===== src/rtl/ram_page_streamer_pkg.sv =====
`default_nettype none
// ============================================================================
//  Package : ram_stream_pkg
//  Purpose : Shared types and constants for the RAM page streamer: the
//            control FSM encoding, prefetch FIFO depth and the read-issue
//            credit limit.
//  Rev     : 1.0  initial release
// ============================================================================
package ram_stream_pkg;

    typedef enum logic [1:0] {
        S_IDLE  = 2'd0,
        S_ISSUE = 2'd1,
        S_DRAIN = 2'd2,
        S_DONE  = 2'd3
    } state_t;

    localparam int FIFO_DEPTH   = 4;
    // A read may be issued only while (fifo_count + inflight) stays at or
    // below this value, so the returning word always finds a free slot.
    localparam int ISSUE_CREDIT = 2;

endpackage
`default_nettype wire


===== src/rtl/ram_page_streamer_if.sv =====
`default_nettype none
// ============================================================================
//  Interface : ram_page_streamer_if
//  Purpose   : Bundles the command, RAM read-port and output stream signals
//              of the RAM page streamer.
//  Signals   : start/start_addr/word_count  command (slave -> master)
//              busy/done                    status  (master -> slave)
//              ram_rd_addr / ram_rd_data    RAM read port
//              out_data/out_valid/out_last  stream (master -> slave)
//              out_ready                    stream backpressure (slave -> master)
//  Modports  : master = streamer side, slave = parent/consumer side
//  Rev       : 1.0  initial release
// ============================================================================
interface ram_page_streamer_if #(
    parameter int DATA_WIDTH = 32,
    parameter int ADDR_WIDTH = 8
);

    logic                  start;
    logic [ADDR_WIDTH-1:0] start_addr;
    logic [ADDR_WIDTH:0]   word_count;
    logic                  busy;
    logic                  done;
    logic [ADDR_WIDTH-1:0] ram_rd_addr;
    logic [DATA_WIDTH-1:0] ram_rd_data;
    logic [DATA_WIDTH-1:0] out_data;
    logic                  out_valid;
    logic                  out_ready;
    logic                  out_last;

    modport master (
        input  start, start_addr, word_count, ram_rd_data, out_ready,
        output busy, done, ram_rd_addr, out_data, out_valid, out_last
    );

    modport slave (
        output start, start_addr, word_count, ram_rd_data, out_ready,
        input  busy, done, ram_rd_addr, out_data, out_valid, out_last
    );

endinterface
`default_nettype wire


===== src/rtl/ram_page_streamer_fifo.sv =====
`default_nettype none
// ============================================================================
//  Module  : stream_fifo
//  Purpose : Small synchronous FIFO used as the prefetch buffer between the
//            RAM read port and the output stream. Push and pop may happen in
//            the same cycle; pushes while full and pops while empty are
//            ignored.
//  Ports   : clk, rst      clock, synchronous active-high reset
//            i_push/i_push_data   write side
//            i_pop                read side (head advances)
//            o_head               current head entry
//            o_count              number of stored entries
//            o_empty              no entries stored
//  Rev     : 1.0  initial release
// ============================================================================
module stream_fifo
    import ram_stream_pkg::*;
#(
    parameter int WIDTH = 33,
    parameter int DEPTH = FIFO_DEPTH
) (
    input  wire logic                       clk,
    input  wire logic                       rst,
    input  wire logic                       i_push,
    input  wire logic [WIDTH-1:0]           i_push_data,
    input  wire logic                       i_pop,
    output logic      [WIDTH-1:0]           o_head,
    output logic      [$clog2(DEPTH):0]     o_count,
    output logic                            o_empty
);

    localparam int c_PTR_W = $clog2(DEPTH);
    localparam logic [c_PTR_W-1:0] c_PTR_ONE = c_PTR_W'(1);
    localparam logic [c_PTR_W:0]   c_CNT_ONE = (c_PTR_W+1)'(1);
    localparam logic [c_PTR_W:0]   c_CNT_MAX = (c_PTR_W+1)'(DEPTH);

    logic [WIDTH-1:0]   r_mem [DEPTH];
    logic [c_PTR_W-1:0] r_wr_ptr;
    logic [c_PTR_W-1:0] r_rd_ptr;
    logic [c_PTR_W:0]   r_count;
    logic               w_pop;
    logic               w_push;

    // Pointers wrap naturally because DEPTH is a power of two.
    assign w_pop   = i_pop && (r_count != '0);
    assign w_push  = i_push && ((r_count != c_CNT_MAX) || w_pop);
    assign o_head  = r_mem[r_rd_ptr];
    assign o_count = r_count;
    assign o_empty = (r_count == '0);

    always_ff @(posedge clk) begin
        if (rst) begin
            for (int i = 0; i < DEPTH; i++) begin
                r_mem[i] <= '0;
            end
            r_wr_ptr <= '0;
            r_rd_ptr <= '0;
            r_count  <= '0;
        end else begin
            if (w_push) begin
                r_mem[r_wr_ptr] <= i_push_data;
                r_wr_ptr        <= r_wr_ptr + c_PTR_ONE;
            end
            if (w_pop) begin
                r_rd_ptr <= r_rd_ptr + c_PTR_ONE;
            end
            case ({w_push, w_pop})
                2'b10:   r_count <= r_count + c_CNT_ONE;
                2'b01:   r_count <= r_count - c_CNT_ONE;
                default: r_count <= r_count;
            endcase
        end
    end

endmodule
`default_nettype wire


===== src/rtl/ram_page_streamer.sv =====
`default_nettype none
// ============================================================================
//  Module  : ram_page_streamer
//  Purpose : Read-side engine of the dual-clock RAM buffer. On a start command
//            it reads word_count words starting at start_addr from the RAM
//            read port (1-cycle registered latency) and emits them as a
//            valid/ready stream with out_last on the final word. A 4-entry
//            prefetch FIFO hides RAM latency and consumer backpressure.
//  Ports   : clock   single clock, also drives the RAM read clock
//            reset   synchronous, active-high
//            bus     ram_page_streamer_if.master (command, status, RAM read
//                    port, output stream)
//  Rev     : 1.0  initial release
// ============================================================================
module ram_page_streamer
    import ram_stream_pkg::*;
#(
    parameter int DATA_WIDTH = 32,
    parameter int ADDR_WIDTH = 8
) (
    input wire logic            clock,
    input wire logic            reset,
    ram_page_streamer_if.master bus
);

    localparam int c_CNT_W = $clog2(FIFO_DEPTH) + 1;
    localparam logic [c_CNT_W:0]     c_ISSUE_CREDIT = (c_CNT_W+1)'(ISSUE_CREDIT);
    localparam logic [ADDR_WIDTH-1:0] c_ADDR_ONE    = ADDR_WIDTH'(1);
    localparam logic [ADDR_WIDTH:0]   c_REM_ONE     = (ADDR_WIDTH+1)'(1);

    state_t                r_state;
    state_t                w_state_next;
    logic [ADDR_WIDTH-1:0] r_addr;
    logic [ADDR_WIDTH:0]   r_issue_rem;
    logic                  r_inflight;
    logic                  r_inflight_last;
    logic                  w_issue;
    logic [c_CNT_W:0]      w_credit_used;

    logic [DATA_WIDTH:0]   w_head;
    logic [c_CNT_W-1:0]    w_fifo_count;
    logic                  w_fifo_empty;
    logic                  w_pop;
    logic                  w_head_last;

    // Credit uses registered state only, so out_ready never reaches ram_rd_addr
    // combinationally.
    assign w_credit_used = {1'b0, w_fifo_count} + {{c_CNT_W{1'b0}}, r_inflight};
    assign w_issue       = (r_state == S_ISSUE) && (r_issue_rem != '0) &&
                           (w_credit_used <= c_ISSUE_CREDIT);

    assign w_head_last = w_head[DATA_WIDTH] && !w_fifo_empty;
    assign w_pop       = !w_fifo_empty && bus.out_ready;

    // ---------------------------------------------------------------- FSM
    always_ff @(posedge clock) begin
        if (reset) begin
            r_state <= S_IDLE;
        end else begin
            r_state <= w_state_next;
        end
    end

    always_comb begin
        w_state_next = r_state;
        case (r_state)
            S_IDLE: begin
                if (bus.start) begin
                    w_state_next = (bus.word_count != '0) ? S_ISSUE : S_DONE;
                end
            end
            S_ISSUE: begin
                if (w_issue && (r_issue_rem == c_REM_ONE)) begin
                    w_state_next = S_DRAIN;
                end
            end
            S_DRAIN: begin
                if (w_pop && w_head_last) begin
                    w_state_next = S_DONE;
                end
            end
            S_DONE:  w_state_next = S_IDLE;
            default: w_state_next = S_IDLE;
        endcase
    end

    // ------------------------------------------------- address / issue path
    always_ff @(posedge clock) begin
        if (reset) begin
            r_addr          <= '0;
            r_issue_rem     <= '0;
            r_inflight      <= 1'b0;
            r_inflight_last <= 1'b0;
        end else begin
            if ((r_state == S_IDLE) && bus.start) begin
                r_addr      <= bus.start_addr;
                r_issue_rem <= bus.word_count;
            end else if (w_issue) begin
                // Natural wrap of the address counter gives modulo addressing.
                r_addr      <= r_addr + c_ADDR_ONE;
                r_issue_rem <= r_issue_rem - c_REM_ONE;
            end
            // The word returning next cycle is tagged last if this was the
            // final read of the transfer.
            r_inflight      <= w_issue;
            r_inflight_last <= w_issue && (r_issue_rem == c_REM_ONE);
        end
    end

    // ----------------------------------------------------- prefetch buffer
    stream_fifo #(
        .WIDTH (DATA_WIDTH + 1),
        .DEPTH (FIFO_DEPTH)
    ) u_fifo (
        .clk         (clock),
        .rst         (reset),
        .i_push      (r_inflight),
        .i_push_data ({r_inflight_last, bus.ram_rd_data}),
        .i_pop       (w_pop),
        .o_head      (w_head),
        .o_count     (w_fifo_count),
        .o_empty     (w_fifo_empty)
    );

    // ------------------------------------------------------------- outputs
    assign bus.ram_rd_addr = r_addr;
    assign bus.out_valid   = !w_fifo_empty;
    assign bus.out_data    = w_head[DATA_WIDTH-1:0];
    assign bus.out_last    = w_head_last;
    assign bus.busy        = (r_state == S_ISSUE) || (r_state == S_DRAIN);
    assign bus.done        = (r_state == S_DONE);

endmodule
`default_nettype wire


===== src/flat_wrapper.sv =====
// flat-port wrapper written by rule: the top's interface ports become plain ports
module ram_page_streamer_flat import ram_stream_pkg::*;
#(
    parameter int DATA_WIDTH = 32,
    parameter int ADDR_WIDTH = 8
)
  (clock, reset, bus_start, bus_start_addr, bus_word_count, bus_ram_rd_data, bus_out_ready, bus_busy, bus_done, bus_ram_rd_addr, bus_out_data, bus_out_valid, bus_out_last);
  ram_page_streamer_if #(.DATA_WIDTH(DATA_WIDTH), .ADDR_WIDTH(ADDR_WIDTH)) bus_i ();
  input wire logic clock;
  input wire logic reset;
  input wire logic [$bits(bus_i.start)-1:0] bus_start;
  input wire logic [$bits(bus_i.start_addr)-1:0] bus_start_addr;
  input wire logic [$bits(bus_i.word_count)-1:0] bus_word_count;
  input wire logic [$bits(bus_i.ram_rd_data)-1:0] bus_ram_rd_data;
  input wire logic [$bits(bus_i.out_ready)-1:0] bus_out_ready;
  output wire logic [$bits(bus_i.busy)-1:0] bus_busy;
  output wire logic [$bits(bus_i.done)-1:0] bus_done;
  output wire logic [$bits(bus_i.ram_rd_addr)-1:0] bus_ram_rd_addr;
  output wire logic [$bits(bus_i.out_data)-1:0] bus_out_data;
  output wire logic [$bits(bus_i.out_valid)-1:0] bus_out_valid;
  output wire logic [$bits(bus_i.out_last)-1:0] bus_out_last;
  assign bus_i.start = bus_start;
  assign bus_i.start_addr = bus_start_addr;
  assign bus_i.word_count = bus_word_count;
  assign bus_i.ram_rd_data = bus_ram_rd_data;
  assign bus_i.out_ready = bus_out_ready;
  assign bus_busy = bus_i.busy;
  assign bus_done = bus_i.done;
  assign bus_ram_rd_addr = bus_i.ram_rd_addr;
  assign bus_out_data = bus_i.out_data;
  assign bus_out_valid = bus_i.out_valid;
  assign bus_out_last = bus_i.out_last;
  ram_page_streamer #(.DATA_WIDTH(DATA_WIDTH), .ADDR_WIDTH(ADDR_WIDTH)) u_core (.clock(clock), .reset(reset), .bus(bus_i));
endmodule

===== config.mk =====
export PLATFORM = sky130hd
export DESIGN_NAME = ram_page_streamer_flat
export DESIGN_NICKNAME = d
export VERILOG_FILES = /design/src/rtl/ram_page_streamer_pkg.sv /design/src/rtl/ram_page_streamer_if.sv /design/src/rtl/ram_page_streamer_fifo.sv /design/src/rtl/ram_page_streamer.sv /design/src/flat_wrapper.sv
export SDC_FILE = /design/constraint.sdc
export NUM_CORES = 1
export LEC_CHECK = 0
export CAP_MARGIN = 20
export CORE_MARGIN = 1.5
export CORE_UTILIZATION = 35
export DETAILED_ROUTE_END_ITERATION = 8
export PLACE_DENSITY_LB_ADDON = 0.05
export SLEW_MARGIN = 20
export SYNTH_ARGS = -nofsm -noshare
export SYNTH_HDL_FRONTEND = slang
export SYNTH_SLANG_ARGS = --single-unit

===== constraint.sdc =====
create_clock -name clock -period 4.8 [get_ports clock]
set_input_delay 0.96 -clock clock [delete_from_list [all_inputs] [get_ports clock]]
set_output_delay 0.96 -clock clock [all_outputs]
set_load 0.05 [all_outputs]

==> results.toml <==
[hold_path]
hold_path_class = "reg2reg"

[synth]
synth-simple-area-share_pct = 13.9
synthTopCellsByArea = "edfxtp_1 54%, mux4_2 10%, dfxtp_1 8.2%"
synth_fa_ha_area_share_pct = 2.16
synth_area_sq_um = 7300
postSynthNetCount = 620
ys_types = 53
synth_compound_area_share_pct = 5.01
synth_xor_area_share_pct = 1.68
synth_seq_cells = 162
synth-edff-count = 132
synthMuxAreaShare_pct = 10.5
synth-main-ff-cell = "edfxtp_1"
syn_area_per_cell_sq_um = 13.1
syn_inst = 555
yosysSeqAreaShare_pct = 62.6
yosysTopAreaCell = "edfxtp_1"
ys_warn_count = 0
synth.top_cell.area_share_pct = 54.3
synth_top_family_by_area = "simple AND/OR/NAND/NOR gates"
synthArstFlopShare_pct = 0

[pwr]
power_density_nw_per_um2 = 557
p_leak_nw = 3.34
comb_power_share_pct = 36.2
clockPowerShare_pct = 27.3
seqPwrFrac_pct = 36.5
swShare_pct = 36.4
vdd_drop_max_uv = 306
p_sw_mw = 1.85
total_power_mw = 5.09
internal_power_mw = 3.24

[route]
ant_nets = 0
vias_per_cell = 4.91
finalWirelength_um = 16500
dr.pass1.iters = 4
routedWlPerCell_um = 17.8
drc = 0
via_count = 4561
drtIter0Drc = 211

[global_routing]
grt_max_degree = 35
grt_antenna_before_repair = 0
grt_pass1_wl_um = 26300
grt_overflow = 0
grt_pass1_vias = 4738
track_usage_pct = 16.1

[die]
initial_core_util_pct = 35.8
rows = 52
fp.dieW_um = 147
die_area_sq_um = 21700
io_pins = 97
coreArea_sq_um = 20400
die_h_um = 147

[worst_setup_path]
critPathKind = "reg2out"
cp-start-kind = "flop"
crit_required_ns = 3.84
crit_arrival_ns = 2.83
path_max_fanout = 25
end_kind = "output pin"

[clocking]
cts_htree_levels = 4
cts_buffer_depth = 2
clk_pin_slew_ns = 0.07
clock_latency_ns = 0.42
cts-hold-fix-buffers = 0
cts_resized = 0
cts-root-buf = "clkbuf_16"
cts_buffers = 17
cts.sinks = 162
postCtsSetupBuffers = 0
cts_tree = "yes"

[sta]
finClkSkew_ns = 0.0103
rsz0062_at_grt = "false"
hold_violations = 0
finalSetupTns_ns = 0
drv_slew = 0
setup_viol = 0
fin_crit_ns = 3.79
timing.fmax_mhz = 264
max_slew_margin_pct = 30.5
min_period_over_period_pct = 78.9
tightest_slew_ns = 1.04

[cells_and_area]
drive_gt1_share_pct = 14.0
diodes = 0
fin_nets = 711
area_growth_pct = 25.4

[job]
maxCapViolations = 0

[place]
dpl.hpwl_um = 10100
portBuffers = 96
gp_congestion = 0.787

[outcome]
outcome = "finished, final reports clean"
power groups by stage:
stage                     registers (mW)  logic (mW)  clock network [mW]
after floorplan                     1.89        1.32                   0
after global placement              1.89        1.86                   0
after detailed placement            1.89        1.87                   0
after CTS                           1.86        1.88                1.42
after global routing                1.89        1.98                1.48
final                               1.86        1.84                1.39
final timing paths:
| check | start | endpoint | slack (ns) | cells past startpoint |
|---|---|---|---|---|
| max reg2reg | u_core.u_fifo.r_wr_ptr[1] | u_core.u_fifo.r_mem[1][32] | 2.18 | 3 |
| min | u_core.bus.ram_rd_addr[7] | u_core.bus.ram_rd_addr[7] | 0.51 | 2 |
| min reg2reg | u_core.bus.ram_rd_addr[7] | u_core.bus.ram_rd_addr[7] | 0.51 | 2 |
| max | flop | bus_out_data[31] | 1.01 | 3 |
synthesized netlist by cell type (all sizes together) (5+ instances only):
library cell and instances:
edfxtp 132, nor2 97, inv 42, nand2 41
and2 36, mux4 33, dfxtp 30, clkbuf 17
buf 13, ha 11, a211oi 10, nand3 10
a311oi 8, xnor2 8, xor2 6, o21ai 5
or3 5
cells by family after synthesis:
family / after synthesis
adders and majority gates: 12
DFF: 162
muxes: 35
buffers and inverters: 72
and+or+nand+nor: 215
AOI/OAI and AO/OA: 45
xor gates and xnor gates: 14
placed cells by master, fill, tap and decap left out, types with 9 or more instances in the layout:
cell type / instances
edfxtp_1: 132
nor2_1: 96
clkdlybuf4s50_1: 96
inv_1: 41
nand2_1: 40
and2_1: 36
mux4_2: 33
dfxtp_1: 28
clkbuf_16: 17
ha_1: 11
a211oi_1: 10
nand3_1: 9
critical path, stage by stage (launching register included):
cell	delay [ns]
dfxtp_2	0.54
buf_4	0.53
mux4_2	0.59
clkdlybuf4s50_1	0.73
sequential cells by signal, summed over array words and instances (netlist names), named ones only:
signal                  count
u_core.r_issue_rem          9
u_core.r_inflight_last      1
u_core.u_fifo.o_count       3
u_core.u_fifo.r_wr_ptr      2
u_core.bus.ram_rd_addr      8
u_core.r_state              2
u_core.u_fifo.r_mem       132
u_core.u_fifo.r_rd_ptr      2
u_core.r_inflight           1
cell type report:
| type | instances | area, sq um |
|---|---|---|
| Sequential cell | 162 | 4570 |
| Fill cell | 1879 | 11200 |
| Clock buffer | 17 | 425 |
| Timing Repair Buffer | 102 | 1010 |
| Inverter | 42 | 158 |
| Multi-Input combinational cell | 321 | 2470 |
| Tap cell | 270 | 338 |
| Clock inverter | 14 | 180 |
per-stage QoR:
step                utilization (%)  area (sq um)  instances  worst slack [ns]  hold slack [ns]
global route                   44.9          9150        928             0.827            0.554
global placement               41.9          8540        897              1.30            0.498
floorplan                         -          7300        555              1.72            0.485
CTS                            44.9          9150        928             0.925            0.523
finish                         44.9          9150        928              1.01            0.515
detailed placement             41.9          8540        897              1.28            0.504
layer usage:
metal | part of all wire [%] | global-route usage (%)
met5 | 0 | 0
met2 | 51 | 27.8
met1 | 44 | 20.1
met4 | 0.81 | 5.05
met3 | 4.1 | 3.55
(Power assumes the default switching activity.)
